**config.mk**
```make
export PLATFORM = sky130hd
export DESIGN_NAME = shift_add_multiplier
export DESIGN_NICKNAME = d
export VERILOG_FILES = /design/src/rtl/shift_add_mult_pkg.sv /design/src/rtl/shift_add_multiplier_adder.sv /design/src/rtl/shift_add_multiplier.sv
export SDC_FILE = /design/constraint.sdc
export NUM_CORES = 1
export LEC_CHECK = 0
export CORE_MARGIN = 5
export CORE_UTILIZATION = 59
export DETAILED_ROUTE_END_ITERATION = 12
export GPL_ROUTABILITY_DRIVEN = 0
export PLACE_DENSITY = 0.83
export SYNTH_ARGS = -nofsm -noshare
export SYNTH_HDL_FRONTEND = slang
export SYNTH_SLANG_ARGS = --single-unit
```
**constraint.sdc**
```tcl
create_clock -name clk -period 4.85 [get_ports clk]
set_input_delay 1.455 -clock clk [delete_from_list [all_inputs] [get_ports clk]]
set_output_delay 1.455 -clock clk [all_outputs]
set_load 0.02 [all_outputs]
```
**src/rtl/shift_add_mult_pkg.sv**
```systemverilog
// Shared types for the shift-add multiplier.
// FSM state encoding and count-width helper.
package shift_add_mult_pkg;

    typedef enum logic [1:0] {
        IDLE = 2'd0,
        RUN  = 2'd1,
        DONE = 2'd2
    } state_t;

    function automatic int cnt_w(input int n);
        return $clog2(n) + 1;
    endfunction

endpackage

```
**src/rtl/shift_add_multiplier_adder.sv**
```systemverilog
// lookAheadCarryAdder: 4-bit-group carry-lookahead adder.
// Width is padded up to a multiple of 4 internally.
module lookAheadCarryAdder #(
    parameter int N = 4
) (
    input  logic [N-1:0] a,
    input  logic [N-1:0] b,
    input  logic         c_in,
    output logic [N-1:0] sum,
    output logic         c_out
);

    localparam int NB = (N + 3) / 4;
    localparam int NP = NB * 4;

    logic [NP-1:0] ap;
    logic [NP-1:0] bp;
    logic [NP-1:0] g;
    logic [NP-1:0] p;
    logic [NP:0]   cv;
    logic [NP-1:0] s;

    assign ap    = NP'(a);
    assign bp    = NP'(b);
    assign g     = ap & bp;
    assign p     = ap ^ bp;
    assign cv[0] = c_in;

    for (genvar k = 0; k < NB; k++) begin : g_blk
        localparam int B = 4 * k;
        logic gb;
        logic pb;

        assign cv[B+1] = g[B] | (p[B] & cv[B]);
        assign cv[B+2] = g[B+1] | (p[B+1] & g[B])
                       | (p[B+1] & p[B] & cv[B]);
        assign cv[B+3] = g[B+2] | (p[B+2] & g[B+1])
                       | (p[B+2] & p[B+1] & g[B])
                       | (p[B+2] & p[B+1] & p[B] & cv[B]);

        // Group generate/propagate feed the next block's carry-in
        assign gb = g[B+3] | (p[B+3] & g[B+2])
                  | (p[B+3] & p[B+2] & g[B+1])
                  | (p[B+3] & p[B+2] & p[B+1] & g[B]);
        assign pb = &p[B+3:B];
        assign cv[B+4] = gb | (pb & cv[B]);
    end

    assign s     = p ^ cv[NP-1:0];
    assign sum   = s[N-1:0];
    assign c_out = cv[N];

endmodule

```
**src/rtl/shift_add_multiplier.sv**
```systemverilog
// Sequential shift-and-add unsigned multiplier, N x N -> 2N.
// Define SHIFT_ADD_MULT_EARLY_TERM_EN to stop once multiplier bits run out.
module shift_add_multiplier #(
    parameter int N = 16
) (
    input  logic           clk,
    input  logic           rst_n,
    input  logic           in_valid,
    output logic           in_ready,
    input  logic [N-1:0]   a,
    input  logic [N-1:0]   b,
    output logic           out_valid,
    input  logic           out_ready,
    output logic [2*N-1:0] product,
    output logic           busy
);

    import shift_add_mult_pkg::*;

    localparam int CW = cnt_w(N);

    state_t          state;
    state_t          state_n;
    logic [2*N-1:0]  mcand;
    logic [N-1:0]    mplier;
    logic [2*N-1:0]  acc;
    logic [2*N-1:0]  sum;
    logic [CW-1:0]   count;
    logic            last;
    logic            accept;

    lookAheadCarryAdder #(
        .N(2 * N)
    ) u_add (
        .a    (acc),
        .b    (mcand),
        .c_in (1'b0),
        .sum  (sum),
        .c_out()
    );

    assign accept = (state == IDLE) && in_valid;

`ifdef SHIFT_ADD_MULT_EARLY_TERM_EN
    assign last = (count == CW'(N - 1))
                || (mplier[N-1:1] == '0);
`else
    assign last = (count == CW'(N - 1));
`endif

    always_ff @(posedge clk or negedge rst_n) begin
        if (!rst_n) state <= IDLE;
        else        state <= state_n;
    end

    always_comb begin
        state_n = state;
        unique case (state)
            IDLE: begin
                if (in_valid) begin
`ifdef SHIFT_ADD_MULT_EARLY_TERM_EN
                    state_n = (b == '0) ? DONE : RUN;
`else
                    state_n = RUN;
`endif
                end
            end
            RUN:     if (last) state_n = DONE;
            DONE:    if (out_ready) state_n = IDLE;
            default: state_n = IDLE;
        endcase
    end

    always_ff @(posedge clk or negedge rst_n) begin
        if (!rst_n) begin
            mcand  <= '0;
            mplier <= '0;
            acc    <= '0;
            count  <= '0;
        end else if (accept) begin
            mcand  <= {{N{1'b0}}, a};
            mplier <= b;
            acc    <= '0;
            count  <= '0;
        end else if (state == RUN) begin
            if (mplier[0]) acc <= sum;
            mcand  <= mcand << 1;
            mplier <= mplier >> 1;
            count  <= count + CW'(1);
        end
    end

    assign in_ready  = (state == IDLE);
    assign busy      = (state == RUN);
    assign out_valid = (state == DONE);
    assign product   = acc;

endmodule

```
=== Yosys cells after proc, flatten, opt, wreduce, memory -nomap -nowiden ===
Cells that the tools add are included.

* Bits of input ports: 36
* Output and inout port bits: 35
* Logic and storage cells: 220
* Register bits: 87

* Equal/unequal tests: 6
* Multiplexer cells: 13
* Bitwise logic cells: 183
* Add/subtract/negate cells: 1
* Reduce and logical (&&, ||, !) cells: 12

{| class="wikitable"
|+ Operators by type and width
! operator !! number
|-
| 32-bit 2-to-1 mux || 5
|-
| 1-bit bitwise AND || 108
|-
| 1-bit bitwise OR || 72
|-
| 32-bit bitwise XOR || 2
|-
| 16-bit 2-to-1 mux || 2
|-
| 31-bit bitwise AND || 1
|-
| 4-bit AND reduction || 6
|-
| 5-bit 2-to-1 mux || 2
|-
| 2-bit 2-to-1 mux || 3
|-
| 2-bit one-hot mux with 3 select lines || 1
|-
| 5-bit by 1-bit adder with 5-bit output (second input constant) || 1
|-
| 5-bit by 4-bit == test with 1-bit output (second input constant) || 1
|-
| 2-bit by 1-bit != test with 1-bit output (second input constant) || 2
|-
| 2-bit nonzero test || 2
|-
| 3-bit AND reduction || 1
|-
| 2-bit by 1-bit == test with 1-bit output (second input constant) || 1
|-
| 2-bit == test (second input constant) || 1
|-
| 2-bit logical NOT || 1
|-
| 2-bit != test (second input constant) || 1
|-
| 2-bit AND reduction || 1
|-
| 1-bit logical AND || 1
|}

=== Longest topological paths before layout ===
* Depth in word-level cells: 23
* Mapped depth: 12
* Depth with buffers taken out: 12

=== By module ===
Synthesis repeated with hierarchy kept, for this count alone.

* Cells, all modules: 478
* Area total of the unflattened synthesis: 4879.7 µm²

{| class="wikitable"
|+ By module, submodules not included
! module !! area each (µm²) !! instances !! sequential area each (µm²) !! cells each
|-
| shift_add_multiplier || 3557.2 || 1 || 2177.1 || 317
|-
| lookAheadCarryAdder || 1322.5 || 1 || 0.0 || 161
|}

=== Worst setup path before layout ===
Ideal clock, no wire load.

* Kind: flip-flop to flip-flop
* From: register acc[9], in the netlist product[9]
* To: register acc[21], in the netlist product[21]
* Stages on the path, launching flop included: 11
* Slack: 2132 ps
* Data arrival time: 2624 ps
* Cell sequence: dfrtp_1 -> ha_1 -> nand3_1 -> nand3b_1 -> a221oi_2 -> a211oi_1 -> o31ai_2 -> a21oi_1 -> fa_1 -> xnor2_1 -> a211oi_1

* Word-level cells in the longest chain between the ends: 15
* Elaborated cells between the ends (all ways): 20
* Classes of those cells: 3 x mux; 16 x bitwise; 1 x reduce/logical

{| class="wikitable"
|+ RTL lines
! item !! line !! source
|-
| start: declaration || shift_add_multiplier.sv:26 || <nowiki>logic [2*N-1:0] acc;</nowiki>
|-
| start signal: assignment || shift_add_multiplier.sv:86 || <nowiki>if (mplier[0]) acc <= sum;</nowiki>
|-
| 31-bit bitwise AND or 32-bit bitwise XOR (tied branches) || shift_add_multiplier_adder.sv:25, shift_add_multiplier_adder.sv:26 ||
|-
| 1-bit bitwise AND, on equally long branches || shift_add_multiplier_adder.sv:43, shift_add_multiplier_adder.sv:44 ||
|-
| 1-bit bitwise OR or 1-bit bitwise AND (tied branches) || shift_add_multiplier_adder.sv:43, shift_add_multiplier_adder.sv:44 ||
|-
| 1-bit bitwise OR || shift_add_multiplier_adder.sv:44 || <nowiki>| (p[B+3] & p[B+2] & p[B+1] & g[B]);</nowiki>
|-
| 1-bit bitwise OR * || shift_add_multiplier_adder.sv:46 || <nowiki>assign cv[B+4] = gb | (pb & cv[B]);</nowiki>
|-
| 1-bit bitwise AND * || shift_add_multiplier_adder.sv:46 ||
|-
| 1-bit bitwise OR * || shift_add_multiplier_adder.sv:46 ||
|-
| 1-bit bitwise AND * || shift_add_multiplier_adder.sv:46 ||
|-
| 1-bit bitwise OR * || shift_add_multiplier_adder.sv:46 ||
|-
| 1-bit bitwise AND * || shift_add_multiplier_adder.sv:34 || <nowiki>assign cv[B+1] = g[B] | (p[B] & cv[B]);</nowiki>
|-
| 1-bit bitwise OR * || shift_add_multiplier_adder.sv:34 ||
|-
| 32-bit bitwise XOR * || shift_add_multiplier_adder.sv:49 || <nowiki>assign s = p ^ cv[NP-1:0];</nowiki>
|-
| 32-bit 2-to-1 mux * || shift_add_multiplier.sv:86 ||
|-
| 32-bit 2-to-1 mux * || shift_add_multiplier.sv:85 || <nowiki>end else if (state == RUN) begin</nowiki>
|-
| 32-bit 2-to-1 mux * || shift_add_multiplier.sv:80 || <nowiki>end else if (accept) begin</nowiki>
|}

Every way passes the cells marked *; elsewhere a longest branch is shown, timed or not. The select of a mux whose other input is x is not followed.
A chain may end at the register's enable or synchronous reset.

=== Worst setup path after layout ===
* From: register state[1]
* To: output busy

* Word-level cells in the longest chain between the ends: 1

{| class="wikitable"
|+ RTL lines
! item !! line !! source
|-
| start: declaration || shift_add_multiplier.sv:22 || <nowiki>state_t state;</nowiki>
|-
| start signal: assignment || shift_add_multiplier.sv:53 || <nowiki>else state <= state_n;</nowiki>
|-
| 2-bit by 1-bit == test with 1-bit output || shift_add_multiplier.sv:94 || <nowiki>assign busy = (state == RUN);</nowiki>
|-
| end: declaration || shift_add_multiplier.sv:15 || <nowiki>output logic busy</nowiki>
|}

Every way passes these cells.

==> flow_summary.toml <==
[status]
run_status = "finished, final reports clean"

[global_routing]
gr-usage-met2 = 0.386
grt_pass1_wl_um = 18800
first_global_vias = 3956
use_met3 = 0.0337
gr-total-overflow = 0
busiest_layer_in_global_routing = "met2"
maximum_number_of_pins_on_one_net_before_global_route_repair = 58
grt_antenna_before_repair = 0
grtUsageTotal = 0.236
global_route.usage.met1 = 0.322

[yosys]
synthFlopType = "sky130_fd_sc_hd__dfrtp_1"
post_synthesis_net_count = 574
synth_seq_area_share = 0.460
postSynthCellCount = 497
post_synth.cell_area_avg_sq_um = 9.52
synth.yosys.warnings = 0
yosys_cell_types = 47
synth_enable_flop_cells = 0
post_synth_instance_area_sq_um = 4730
asyncSetResetFlopFracSynth = 1.00
ys_ff_latch = 87

[sta]
worst_slew_pin_slew_ns = 0.917
layout_setup_ws_ns = 1.58
clock_skew_ns = 0.00945
slew_headroom = 0.387
period_share = 0.675
final-setup-viol-count = 0
worst_hold_slack_ns = 0.481
number_of_endpoints_with_negative_hold_slack_in_the_final_report = 0
max_freq_mhz = 306
rsz0062_at_grt = "false"
number_of_slew_limit_violations_in_the_final_report = 0
setup_total_negative_slack_ns = 0
period_needed_ns = 3.27

[route]
ant_nets = 0
detail_route.iter0.violations = 162
detail_route.wl_per_cell_um = 16.1
firstDrtPassIters = 4
viasPerCell = 5.75
via_count = 3861
drcViolationCount = 0
route.final.wire_length_um = 10800

[clock_network]
cts_resized = 0
post_cts_buffers = 0
cts_sinks = 87
holdBufCountCts = 0
tritoncts.num_buffers = 9
cts_root_buf = "sky130_fd_sc_hd__clkbuf_8"
clk-insertion-delay-late_ns = 0.36
clk_pin_slew_worst_paths_ns = 0.09
tritoncts = "built"
cts_buffer_depth = 2
cts_h_tree_lvls = 3

[power_and_ir_drop]
max-vdd-ir-drop_mv = 0.467
switching_power_w = 0.00173
power_frac_comb = 0.537
pwr-share-seq = 0.334
power_leakage_nw = 2.71
p_int_w = 0.00222
switching_share_of_power = 0.438
clockPowerShare = 0.129
cellPowerDensity_nw_per_um2 = 689

[setup_path]
critical_path_launch_point_type = "flip-flop"
critical_path_required_ns = 3.39
worst-setup-path-type = "flip-flop to output port"
cp_cell_sequence = "nand2b_1 > buf_4 > inv_2 > clkdlybuf4s50_1"
critical-path-slowest-cell = "sky130_fd_sc_hd__clkdlybuf4s50_1"
worst-path-buf-inv = 3
path_delay_family = "buffers and inverters"
slowest_delay_ns = 0.60
timing.critical_path.fanout_max = 25
critPathArrivalTime_ns = 1.82
cp-startpoint = "state[1]$_DFFE_PN0P_"
regToRegStartpoint = "product[2]$_DFFE_PN0P_"
worstSetupEndpointType = "output port"

[final_layout]
diodes = 0
post_layout_net_count = 641
drive_above_1_share = 0.0685
fin_cells = 671
syn_to_final_growth_pct = 21.2

[floorplanning]
placeableCoreArea_sq_um = 7770
die_width_um = 99.6
io-pin-count = 71
initial_core_util = 0.609
placement_rows = 32
floorplan.die_area_sq_um = 9910
die_h_um = 99.6

[placement]
placedCellCount = 655
dp_slack_ns = 1.67
detailed_place_hpwl_um = 7660
buffer_ports.inserted = 70

[hold_path]
worst_min_path_start = "mplier[11]$_DFFE_PN0P_"
hp-class = "flip-flop to flip-flop"

[job]
cap_viol_max_count = 0
==> power by group through the flow <==
stage / registers, W / clock network, W / logic [W]
final: 0.00132 / 0.000509 / 0.00212
after global routing: 0.00137 / 0.000552 / 0.00238
after CTS: 0.00132 / 0.000516 / 0.00214
after detailed placement: 0.00133 / 0 / 0.00212
after global placement: 0.00132 / 0 / 0.00202
after floorplan: 0.00139 / 0 / 0.00137
==> cell families after synthesis <==
family	share of synthesized area
simple gates	0.156
mux	0.00423
buf+inv	0.0285
compound gates	0.187
fa+ha+maj	0.121
xor+xnor	0.0426
flops	0.460
==> synthesized netlist by cell type (4+ instances only) <==
master / n / area [sq um]
sky130_fd_sc_hd__xor2_1: 10 / 87.6
sky130_fd_sc_hd__a21o_1: 10 / 75.1
sky130_fd_sc_hd__a21oi_1: 16 / 80.1
sky130_fd_sc_hd__a22oi_1: 29 / 218
sky130_fd_sc_hd__fa_1: 8 / 160
sky130_fd_sc_hd__nand2_1: 125 / 469
sky130_fd_sc_hd__inv_1: 13 / 48.8
sky130_fd_sc_hd__xnor2_1: 13 / 114
sky130_fd_sc_hd__a211oi_1: 4 / 30.0
sky130_fd_sc_hd__nor2_1: 19 / 71.3
sky130_fd_sc_hd__ha_1: 33 / 413
sky130_fd_sc_hd__clkbuf_1: 22 / 82.6
sky130_fd_sc_hd__a22o_1: 8 / 70.1
sky130_fd_sc_hd__o21ai_0: 41 / 205
sky130_fd_sc_hd__nor3_1: 4 / 20.0
sky130_fd_sc_hd__nand3_1: 14 / 70.1
sky130_fd_sc_hd__dfrtp_1: 87 / 2180
==> sequential cells by signal, summed over array words and instances, names as in the netlist <==
signal and cells:
mcand 32, product 32, mplier 16, count 5
state 2
==> area by class of cell <==
cell class	count	area [sq um]
multi-input cells	374	2420
flip-flops and latches	87	2180
fillers	571	2030
repair buffers	78	758
well taps	102	128
clock buffers	9	124
clock inverters	7	72.6
inverters	14	52.6
==> metal layers <==
layer,part of all wire,up-vias
met5,0,-
met3,0.041,15
met4,0.017,0
met2,0.50,90
met1,0.44,1878
li1,-,1878
==> path summary, 6_finish.rpt <==
| kind | end | cells past startpoint | slack (ns) |
|---|---|---|---|
| hold reg to reg | mplier[11]$_DFFE_PN0P_ | 2 | 0.48 |
| setup reg to reg | product[29]$_DFFE_PN0P_ | 12 | 1.78 |
| setup / recovery | busy | 4 | 1.58 |
| hold / removal | mplier[11]$_DFFE_PN0P_ | 2 | 0.48 |
| min in group asynchronous | product[16]$_DFFE_PN0P_ | 1 | 1.14 |
| max in group asynchronous | count[1]$_DFFE_PN0P_ | 2 | 2.83 |
==> layout by cell type (no fill, tap or decap), drive strengths merged, types with 10 or more instances in the layout <==
| cell | n |
|---|---|
| dfrtp | 87 |
| o21ai | 45 |
| a22oi | 29 |
| a21o | 10 |
| nor2 | 19 |
| inv | 15 |
| nand3 | 14 |
| ha | 33 |
| xor2 | 10 |
| clkdlybuf4s50 | 69 |
| a21oi | 17 |
| xnor2 | 13 |
| nand2 | 125 |
==> worst register-to-register path, delay by kind of cell, from the launching register on <==
| family | cells | cell delay, ns |
|---|---|---|
| xor+xnor | 1 | 0.15 |
| flops | 1 | 0.43 |
| simple gates | 3 | 0.37 |
| fa+ha+maj | 2 | 0.75 |
| compound gates | 6 | 1.32 |
==> per-stage QoR <==
| step | power [W] | utilization | area [sq um] |
|---|---|---|---|
| after floorplan | 0.00276 | - | 4730 |
| after global placement | 0.00334 | 0.713 | 5540 |
| after detailed placement | 0.00345 | 0.713 | 5540 |
| after CTS | 0.00397 | 0.739 | 5740 |
| after global routing | 0.00431 | 0.739 | 5740 |
| final | 0.00395 | 0.739 | 5740 |
(Power assumes the default switching activity.)
